$ cat src/rtl/smc_regif_lite.sv
// AHB-lite front end for the SMC lite config register: registered select, read mux, ERROR on writes.
// Optional feature macro SMC_REGIF_WR_ERR_EN: when defined, writes get a two-cycle ERROR response.
module smc_regif_lite #(
  parameter int                ADDR_W     = 8,
  parameter logic [ADDR_W-1:0] CFG_OFFSET = 8'h00
) (
  input  logic              hclk,
  input  logic              sys_reset,
  input  logic              hsel,
  input  logic [1:0]        htrans,
  input  logic              hwrite,
  input  logic [ADDR_W-1:0] haddr,
  input  logic              hready_in,
  input  logic [31:0]       cfg_rdata,
  output logic              selreg,
  output logic [31:0]       hrdata,
  output logic              hready_out,
  output logic [1:0]        hresp
);

  localparam logic [1:0] RESP_OKAY  = 2'b00;
  localparam logic [1:0] RESP_ERROR = 2'b01;

  typedef enum logic [1:0] {
    S_IDLE = 2'd0,
    S_RD   = 2'd1
`ifdef SMC_REGIF_WR_ERR_EN
    ,
    S_ERR1 = 2'd2,
    S_ERR2 = 2'd3
`endif
  } state_t;

  state_t r_state;
  state_t w_state_next;
  logic   r_selreg;
  logic   w_selreg_next;
  logic   w_acc;
  logic   w_hit;
  logic   w_unused;

  assign w_acc    = hsel & htrans[1] & hready_in;
  assign w_hit    = (haddr[ADDR_W-1:2] == CFG_OFFSET[ADDR_W-1:2]);
  assign w_unused = &{1'b0, haddr[1:0], htrans[0]};

  always_ff @(posedge hclk or posedge sys_reset) begin
    if (sys_reset) begin
      r_state  <= S_IDLE;
      r_selreg <= 1'b0;
    end else begin
      r_state  <= w_state_next;
      r_selreg <= w_selreg_next;
    end
  end

  // IDLE, RD and ERR2 all accept a new address phase the same way.
  always_comb begin
    w_state_next = S_IDLE;
    case (r_state)
`ifdef SMC_REGIF_WR_ERR_EN
      S_ERR1: w_state_next = S_ERR2;
`endif
      default: begin
        if (w_acc && !hwrite) begin
          w_state_next = S_RD;
`ifdef SMC_REGIF_WR_ERR_EN
        end else if (w_acc && hwrite) begin
          w_state_next = S_ERR1;
`endif
        end else begin
          w_state_next = S_IDLE;
        end
      end
    endcase
    w_selreg_next = (w_state_next == S_RD) && w_hit;
  end

  always_comb begin
    hready_out = 1'b1;
    hresp      = RESP_OKAY;
    case (r_state)
`ifdef SMC_REGIF_WR_ERR_EN
      S_ERR1: begin
        hready_out = 1'b0;
        hresp      = RESP_ERROR;
      end
      S_ERR2: begin
        hready_out = 1'b1;
        hresp      = RESP_ERROR;
      end
`endif
      default: begin
        hready_out = 1'b1;
        hresp      = RESP_OKAY;
      end
    endcase
  end

  assign selreg = r_selreg;
  assign hrdata = ((r_state == S_RD) && r_selreg) ? cfg_rdata : 32'h0;

endmodule

$ cat config.mk
export PLATFORM = sky130hd
export DESIGN_NAME = smc_regif_lite
export DESIGN_NICKNAME = d
export VERILOG_FILES = /design/src/rtl/smc_regif_lite.sv
export SDC_FILE = /design/constraint.sdc
export NUM_CORES = 1
export LEC_CHECK = 0
export CAP_MARGIN = 40
export CORE_UTILIZATION = 17
export DETAILED_ROUTE_END_ITERATION = 10
export PLACE_DENSITY_LB_ADDON = 0.15
export SYNTH_ARGS = -nofsm -noshare
export SYNTH_HDL_FRONTEND = slang
export SYNTH_SLANG_ARGS = --single-unit
$ cat constraint.sdc
create_clock -name hclk -period 1.2 [get_ports hclk]
set_input_delay 0.3 -clock hclk [delete_from_list [all_inputs] [get_ports hclk]]
set_output_delay 0.3 -clock hclk [all_outputs]
set_load 0.05 [all_outputs]
# Word level (Yosys, flattened, before mapping)
# Index checks and enable logic that the tools add are counted.
[totals]
in_bits = 47
reg_bits = 2
output_inout_bits = 36
word_cells = 13
[classes]
muxes = 2
bitwise = 2
reduce_logical = 5
n_eq_ne = 2
[ops]
columns = ["op", "n"]
rows = [
  ["32-bit two-way mux", 1],
  ["6-bit zero test", 1],
  ["1-bit logical AND", 3],
  ["1-bit bitwise AND", 2],
  ["1-bit equality test (second input constant)", 2],
  ["1-bit zero test", 1],
  ["1-bit two-way mux", 1],
]

# Logic depth before layout (Yosys ltp)
[logic_depth]
depth_word = 6
ltp_mapped = 2

# Worst setup path before layout
# Ideal clock, no wire load.
[synth_timing]
path_type = "register to output"
startpoint = "register r_selreg, in the netlist selreg"
endpoint = "output port hrdata[0]"
path_buffers = 1
required_ns = 0.900
path_stages_with_launch = 3
setup_slack_ns = -0.441
arrival_ns = 1.341
cell_sequence = "dfrtp_1 > buf_2 > and3_1"
[synth_between]
elab_chain_len = 2
[synth_lines]
columns = ["item", "line_no", "rtl"]
rows = [
  ["from (decl)", "36", "logic r_selreg;"],
  ["from (signal assigned)", "52", "r_selreg <= w_selreg_next;"],
  ["1-bit logical AND", "100", "assign hrdata = ((r_state == S_RD) && r_selreg) ? cfg_rdata : 32'h0;"],
  ["32-bit two-way mux", "100", ""],
  ["to (decl)", "16", "output logic [31:0] hrdata,"],
]
# No other way between the ends.

# Final worst setup path
[layout_timing]
startpoint = "register r_selreg, in the netlist selreg"
endpoint = "output port hrdata[20]"
# The elaborated chain is that of the path after synthesis.

==> impl_results.md <==
- Final setup viols: 33
- Vias in the first global route: around 750
- Crit-path cells: buf_12, and3_4, buf_12
- Worst vdd ir: roughly 0.36 mV
- Share of layout cells above drive strength 1: 58.27%
- CP bufs+invs: 2
- Worst EP required: approximately 900 ps
- HPWL after DPL: between 1500 and 2000 µm
- Post-DRT Antenna Nets: 0
- Global-route wire length before repair: around 3500 µm
- DRC violations left: 0
- Max FO, Critical Path: 23
- F_max: slightly below 700 MHz
- Drt initial violations: 2
- Pleak: ~0.66 nW
- DR pass1 iterations: 2
- Failing checks: negative setup slack
- Avg WL per Cell: 13.88 µm
- Tmin final: 1454 ps
- Root Driver: clkbuf_4
- CTS max path bufs: 2
- Crit path from: selreg
- DR vias: ~670
- Final GP Congestion: 0.6351
- Most used cell, CP: buf_12
- CP max stage cell: dfrtp_2
- Pwr Total: about 0.42 mW
- # diodes: 0
- Status: complete, but fails checks
- Remaining Overflow, GRT: 0
- Initial antenna violation count: 0
- Die area: 2415 µm²
- Cell Area, Synth: 377.9 µm²
- Area added between synthesis and finish: 339.7%
- Min Hold Slack: around 220 ps
- Synth unique cells: 11
- Register area share after synthesis: 13.25%
- Postcts setup bufs: 0
- Crit path depth: 3
- Vias/cell: about 4.3
- Layout Nets: 175
- Setup ws final: -253.8 ps
- Clock sink total: 2
- Initial Utilization: 18.69%
- Core area: around 2000 µm²
- Largest net degree at the start of global routing: 24
- CP startpoint kind: register
- Total Routed Length: between 2000 and 2500 µm
- Worst-path clk slew: roughly 40 ps
- Total GRT Usage: 18.95%
- Pwr per Cell Area: between 200 and 300 nW/µm²
- Number of port buffers: 76
- WP data arrival: ~1200 ps
- Hold_buf cts: 0
- CP Class: register to primary output
- Crit share post-route: 121.2%
- Std-Cell Rows: 16
- Dpl ws: -207.6 ps
- Endpoint class of the critical path: primary output
- Die Y-Extent: 49.15 µm
- CTS tree: built
- Largest stage delay on the critical path: between 400 and 500 ps
- Hold Fails Final Rpt: 0
- CP top delay family: flip-flops
- #FFs+latches synth: 2
- YS warnings: 0
- CTS Buf Count: 3
- I/O pins: 83
- Final Max Slew Viols: 0
- Avg Inst Size Synth: between 7 and 8 µm²
- Number of H-tree levels: 1
- Min-Delay Path Class: input pin to asynchronous set/reset pin
- RSZ-0062 raised after global routing: true
- Max Cap Viol: 0
- Die X: 49.15 µm
- Post-synthesis instance total: 50
==> synthesized netlist by cell type <==
master	n	area share, %
conb_1	2	2.0
and3_2	30	60
buf_4	3	6.0
dfrtp_1	2	13
inv_1	1	0.99
buf_2	3	4.0
clkbuf_2	3	4.0
nor2_1	1	0.99
and3_1	3	5.0
nor4_1	1	1.7
and4b_1	1	2.6
==> where the power goes <==
part	total (mW)	switching [mW]	internal (mW)	leakage, nW
logic	0.181	0.0536	0.128	0.623
clock network	0.168	0.0439	0.124	0.0150
registers	0.0696	0.000842	0.0688	0.0260
==> flip-flops by register name, indices dropped and copies added (netlist names) <==
name     count
selreg       1
r_state      1
==> cell families (layout without fill, tap and decap cells) <==
kind of cell / count (synthesis) / after routing / synth area share, %
and+or+nand+nor: 36 / 36 / 69.87
DFF: 2 / 2 / 13.25
buffers and inverters: 10 / 86 / 14.90
other: 2 / 3 / 1.987
==> metal layers <==
layer / vias up / global-route usage [%] / part of all wire (%)
li1: 329 / - / -
met3: 0 / 3.427 / 7.5
met4: 0 / 7.353 / 0
met2: 41 / 34.70 / 55
met5: - / 0 / 0
met1: 298 / 21.27 / 37
==> path summary, 6_finish.rpt <==
kind | to | slack, ps
max | hrdata[20] | -250
min in group hclk | r_state[0] | 700
max in group asynchronous | selreg | 860
min | selreg | 220
==> layout make-up <==
cell class	count	area [µm²]
clock buffers	4	26.28
fillers	119	360.3
inverters	1	3.754
multi-input cells	39	397.9
flip-flops and latches	2	51.30
well taps	27	33.78
repair buffers	81	1149
==> stage by stage <==
stage / util, % / cells / instance area, µm² / setup TNS [ps]
after floorplan: - / 51 / 516.7 / -3029
after global placement: 80.14 / 150 / 1620 / -5548
after detailed placement: 80.14 / 150 / 1620 / -5951
after CTS: 81.99 / 154 / 1658 / -7590
after global routing: 82.18 / 154 / 1662 / -8728
final: 82.18 / 154 / 1662 / -7186
==> layout by cell type (no fill, tap or decap) <==
cell type,count
buf_4,2
and3_1,1
dfrtp_2,1
and3_4,32
nor4_1,1
dfrtp_1,1
clkbuf_4,3
clkbuf_1,1
conb_1,3
inv_1,1
clkdlybuf4s50_1,43
buf_12,34
buf_6,2
nor2_1,1
and4b_1,1
==> repair_timing <==
item,CTS,global route
pin swaps,0,1
resized for setup,3,1
endpoints found under the setup margin,33,33
(Power assumes the default switching activity.)
